File: src/rtl/mem_arb_pkg.sv
// Shared types for the two-requester memory arbiter: FSM and owner encodings, default widths.
// No logic; latency n/a.
// Backpressure n/a.
package mem_arb_pkg;

    localparam int MEM_ARB_ADDR_W = 16;
    localparam int MEM_ARB_DATA_W = 16;

    typedef enum logic [1:0] {
        IDLE  = 2'b00,
        ISSUE = 2'b01,
        RESP  = 2'b10
    } state_t;

    typedef enum logic {
        OWN_CPU = 1'b0,
        OWN_DMA = 1'b1
    } owner_t;

endpackage

File: src/rtl/mem_arb_pick.sv
// Grant selection between CPU and DMA requests (MEM_ARB_RR_EN selects round-robin ties).
// Latency: combinational, zero cycles.
// Backpressure: none; the caller samples grant_dma only when it is free to start an access.
module mem_arb_pick
    import mem_arb_pkg::*;
(
    input  logic cpu_req,
    input  logic dma_req,
    input  logic last_grant,
    output logic grant_dma
);

`ifdef MEM_ARB_RR_EN
    // On a tie the requester that did not win last time gets the grant.
    assign grant_dma = dma_req & (~cpu_req | (last_grant == OWN_CPU));
`else
    // Fixed priority: CPU always wins a tie, so the last-grant history is not needed.
    logic unused_last_grant;
    assign unused_last_grant = last_grant;
    assign grant_dma         = dma_req & ~cpu_req;
`endif

endmodule

File: src/rtl/mem_arbiter.sv
// Two-requester (CPU, DMA) single-port memory arbiter; MEM_ARB_RR_EN enables round-robin ties.
// Latency: request seen in IDLE at edge N -> mem_en in cycle N+1, ack + rdata in cycle N+2.
// Backpressure: requesters hold req until their one-cycle ack; one access per three cycles.
module mem_arbiter
    import mem_arb_pkg::*;
#(
    parameter int ADDR_W = MEM_ARB_ADDR_W,
    parameter int DATA_W = MEM_ARB_DATA_W
) (
    input  logic              CLK,
    input  logic              RST,
    input  logic              cpu_req,
    input  logic              cpu_we,
    input  logic [ADDR_W-1:0] cpu_addr,
    input  logic [DATA_W-1:0] cpu_wdata,
    output logic [DATA_W-1:0] cpu_rdata,
    output logic              cpu_ack,
    input  logic              dma_req,
    input  logic              dma_we,
    input  logic [ADDR_W-1:0] dma_addr,
    input  logic [DATA_W-1:0] dma_wdata,
    output logic [DATA_W-1:0] dma_rdata,
    output logic              dma_ack,
    output logic              mem_en,
    output logic              mem_we,
    output logic [ADDR_W-1:0] mem_addr,
    output logic [DATA_W-1:0] mem_wdata,
    input  logic [DATA_W-1:0] mem_rdata
);

    state_t state_q, state_d;
    owner_t owner_q, owner_d;
    owner_t last_grant_q, last_grant_d;
    logic   grant_dma;

    mem_arb_pick u_pick (
        .cpu_req    (cpu_req),
        .dma_req    (dma_req),
        .last_grant (last_grant_q),
        .grant_dma  (grant_dma)
    );

    // State, owner and tie-break history; last grant starts at DMA so CPU wins the first tie.
    always_ff @(posedge CLK or negedge RST) begin
        if (!RST) begin
            state_q      <= IDLE;
            owner_q      <= OWN_CPU;
            last_grant_q <= OWN_DMA;
        end else begin
            state_q      <= state_d;
            owner_q      <= owner_d;
            last_grant_q <= last_grant_d;
        end
    end

    // Next state and all outputs; everything is zero unless the current state drives it.
    always_comb begin
        state_d      = state_q;
        owner_d      = owner_q;
        last_grant_d = last_grant_q;
        mem_en       = 1'b0;
        mem_we       = 1'b0;
        mem_addr     = '0;
        mem_wdata    = '0;
        cpu_ack      = 1'b0;
        cpu_rdata    = '0;
        dma_ack      = 1'b0;
        dma_rdata    = '0;
        case (state_q)
            IDLE: begin
                if (cpu_req || dma_req) begin
                    owner_d      = grant_dma ? OWN_DMA : OWN_CPU;
                    last_grant_d = grant_dma ? OWN_DMA : OWN_CPU;
                    state_d      = ISSUE;
                end
            end
            ISSUE: begin
                // The transaction is committed: a dropped req no longer matters.
                mem_en = 1'b1;
                if (owner_q == OWN_DMA) begin
                    mem_we    = dma_we;
                    mem_addr  = dma_addr;
                    mem_wdata = dma_wdata;
                end else begin
                    mem_we    = cpu_we;
                    mem_addr  = cpu_addr;
                    mem_wdata = cpu_wdata;
                end
                state_d = RESP;
            end
            RESP: begin
                if (owner_q == OWN_DMA) begin
                    dma_ack   = 1'b1;
                    dma_rdata = mem_rdata;
                end else begin
                    cpu_ack   = 1'b1;
                    cpu_rdata = mem_rdata;
                end
                state_d = IDLE;
            end
            default: begin
                state_d = IDLE;
            end
        endcase
    end

endmodule

File: config.mk
export PLATFORM = sky130hd
export DESIGN_NAME = mem_arbiter
export DESIGN_NICKNAME = d
export VERILOG_FILES = /design/src/rtl/mem_arb_pkg.sv /design/src/rtl/mem_arb_pick.sv /design/src/rtl/mem_arbiter.sv
export SDC_FILE = /design/constraint.sdc
export NUM_CORES = 1
export LEC_CHECK = 0
export CORE_MARGIN = 4
export CORE_UTILIZATION = 25
export CTS_BUF_LIST = sky130_fd_sc_hd__clkbuf_4 sky130_fd_sc_hd__clkbuf_8
export CTS_CLUSTER_SIZE = 20
export DETAILED_ROUTE_END_ITERATION = 10
export PLACE_DENSITY_LB_ADDON = 0.12
export SKIP_CTS_REPAIR_TIMING = 1
export SLEW_MARGIN = 20
export SYNTH_ARGS = -nofsm -noshare
export SYNTH_HDL_FRONTEND = slang
export SYNTH_SLANG_ARGS = --single-unit
File: constraint.sdc
create_clock -name CLK -period 2 [get_ports CLK]
set_input_delay 0.3 -clock CLK [delete_from_list [all_inputs] [get_ports CLK]]
set_output_delay 0.3 -clock CLK [all_outputs]
set_load 0.1 [all_outputs]
==> flow_summary.toml <==
[global_routing]
vias_in_the_first_global_route = 1657
grt_first_pass_wirelength_mm = 7.91
grt_remaining_overflow = 0
grt_antenna_before_repair = 0
grt_use_total_pct = 19.9
grt_start_max_net_pins = 35

[setup_path]
critPathCaptureType = "primary output"
cpMaxStageDelayCell = "dfrtp_1"
timing_worst_setup_path_type = "reg -> out"
critical_path_launch_point_type = "flop"
timing.critical_path.cells = "nand2b_2 -> buf_4 -> nor2_2 -> buf_12"
worst-path-max-fanout = 20
timing.critical_path.buf_inv = 2
critical_path_required_ps = 1700
cp_slowest_stage_delay_ps = 440
cp_top_family = "flip-flops"
critical_path_arrival_ps = 1550

[sta]
tightest_slew_ps = 429
final_report_hold_violation_count = 0
setup_viol = 0
rsz0062_at_grt = "false"
relative_max_transition_margin_pct = 71.3
fmax_mhz = 541
finalWorstPathRequiredPeriod_ps = 1850
timing.setup.tns_ps = 0
finalMaxSlewViolations = 0
post-route-period-util_pct = 92.5
clock_skew_ps = 1.13

[synth]
synth.avg_cell_area_sq_um = 7.58
yosys.area.top_type_share_pct = 33.2
post-synth-top-area-cell = "mux2i_1"
synth-seq-area-share_pct = 7.56
synth_simple_gate_area_share_pct = 46.2
synth_top_family_by_area = "simple AND/OR/NAND/NOR gates"
synth.area.top_cells = "mux2i_1 33%, nor2_2 18%, and2_1 10%, buf_6 9.1%, nor2_1 8.3%"
ys_ff_latch = 3
post-synth-top-count-cell = "mux2i_1"
yosys_warnings = 0
muxShareOfSynthArea_pct = 33.2
syn_inst = 131
synth-xor-area-share_pct = 0
syn-cell-area_sq_um = 993
post_synthesis_cell_type_count = 15
yosys_most_used_dff = "dfrtp_1"
syn_nets = 217
synth_top_cells_by_count = "33 x mux2i_1, 28 x nor2_2, 22 x nor2_1, 16 x and2_1, 10 x nand2b_1"
synth-adder-area-share_pct = 0
synth-edff-count = 0
async_flop_share_pct = 100
synth-compound-area-share_pct = 1.64

[drt]
dr_total_vias = 1520
avgViaCountPerCell = 4.61
detailedRoute.firstPassIterationCount = 4
detail_route.wirelength_mm = 5.24
wire_per_inst_microns = 15.9
drc_errors = 0
initialDrtViolationCount = 29
drt.antenna.violating_nets = 0

[final_layout]
final_layout_size_suffix_gt1_share_pct = 49.6
fillCellCount = 172
diodes = 0
layout.cell_area.non_filler_sq_um = 3330
area_growth_syn_to_layout_pct = 235
final_nets = 369

[placement]
dpl.hpwl_mm = 4.63
routabilityCongestion = 0.807
place_area_sq_um = 3260
io_buffers = 153

[power_and_ir_drop]
intPower_mw = 2.27
power.share.clock_pct = 3.2
pwr-share-comb_pct = 94.0
switchingPower_mw = 3.82
pwr-share-seq_pct = 2.9
sw_share_pct = 62.7
vdd.ir_drop.worst_mv = 1.19
p_leak_nw = 1.36
powerDensity_nw_per_um2 = 1830
post-layout-total-power_mw = 6.09

[floorplan]
fp.coreArea_sq_um = 3740
placement_rows = 22
design.portCount = 154
fp.dieW_microns = 71.0
floorplan.initialDensity_pct = 26.5
design.die.area_sq_um = 5050
die_height_microns = 71.0

[clock_tree]
htreeDepth = 1
cts_buffer_depth = 2
tritoncts = "built"
clock_latency_ps = 220
numClockSinks = 3
clock_tree.root_cell = "clkbuf_8"
clk_pin_slew_worst_paths_ps = 30
cts-buffers-inserted = 3

[outcome]
status = "finished clean"

[worst_hold_path]
hold_path_class = "in -> async"

[flow_run]
maxCapViolations = 0
-- state kept, by name, indices dropped and copies added (netlist names) --
signal	count
owner_q	1
state_q	2
-- cells in the final DEF (no fill, tap or decap), types with 2 or more instances in the layout --
cell,n
nand2b_1,9
buf_4,4
clkbuf_8,3
dfrtp_2,2
nor2_2,41
clkdlybuf4s50_1,85
buf_12,69
and2_4,8
inv_2,2
mux2i_1,33
and2_2,8
nor2_1,9
-- layout make-up --
cell class / count / area, sq um / area share, %
multi-input cells: 115 / 871 / 26.2
inverters: 2 / 7.51 / 0.226
flip-flops and latches: 3 / 77.6 / 2.33
repair buffers: 158 / 2260 / 68.0
well taps: 48 / 60.1 / 1.81
clock buffers: 4 / 48.8 / 1.47
-- path summary, 6_finish.rpt --
check | end | slack [ps] | depth (start not counted) | start
max reg2reg | state_q[1]$_DFFE_PN0P_ | 930 | 3 | state_q[1]$_DFFE_PN0P_
min reg2reg | owner_q$_DFFE_PN0P_ | 700 | 2 | state_q[1]$_DFFE_PN0P_
min in group CLK | owner_q$_DFFE_PN0P_ | 690 | 2 | cpu_req
max in group asynchronous | owner_q$_DFFE_PN0P_ | 1570 | 1 | RST
max | mem_wdata[15] | 150 | 4 | state_q[1]$_DFFE_PN0P_
min | state_q[1]$_DFFE_PN0P_ | 270 | 1 | RST
-- kinds of logic after synthesis --
| kind of cell | after synthesis |
|---|---|
| AO/OA/AOI/OAI | 2 |
| buffers and inverters | 13 |
| flip-flops | 3 |
| multiplexers | 33 |
| AND/OR/NAND/NOR | 80 |
-- routing by layer --
layer	track usage, %	vias to the layer above	share of wire, %
li1	-	727	-
met1	17.6	693	31
met2	40.0	87	56
met3	8.10	13	10
met4	6.05	0	2.6
met5	0	-	0
-- through the flow --
| stage | instances | hold slack [ps] | utilization, % | setup slack [ps] |
|---|---|---|---|---|
| 6_report | 330 | 269 | 88.9 | 150 |
| 4_1_cts | 328 | 269 | 88.4 | 42.6 |
| 2_1_floorplan | 131 | 4.41 | - | -360 |
| 3_3_place_gp | 324 | 487 | 87.1 | 363 |
| 3_5_place_dp | 324 | 497 | 87.1 | 285 |
| 5_1_grt | 330 | 271 | 88.9 | 68.4 |
-- power by group through the flow --
stage	Sequential (mW)	Clock, mW	Combinational, mW
2_1_floorplan	0.121	0	3.86
3_3_place_gp	0.165	0	5.67
3_5_place_dp	0.170	0	5.73
4_1_cts	0.171	0.196	5.75
5_1_grt	0.183	0.209	5.88
6_report	0.175	0.194	5.72
(Power assumes the default switching activity.)
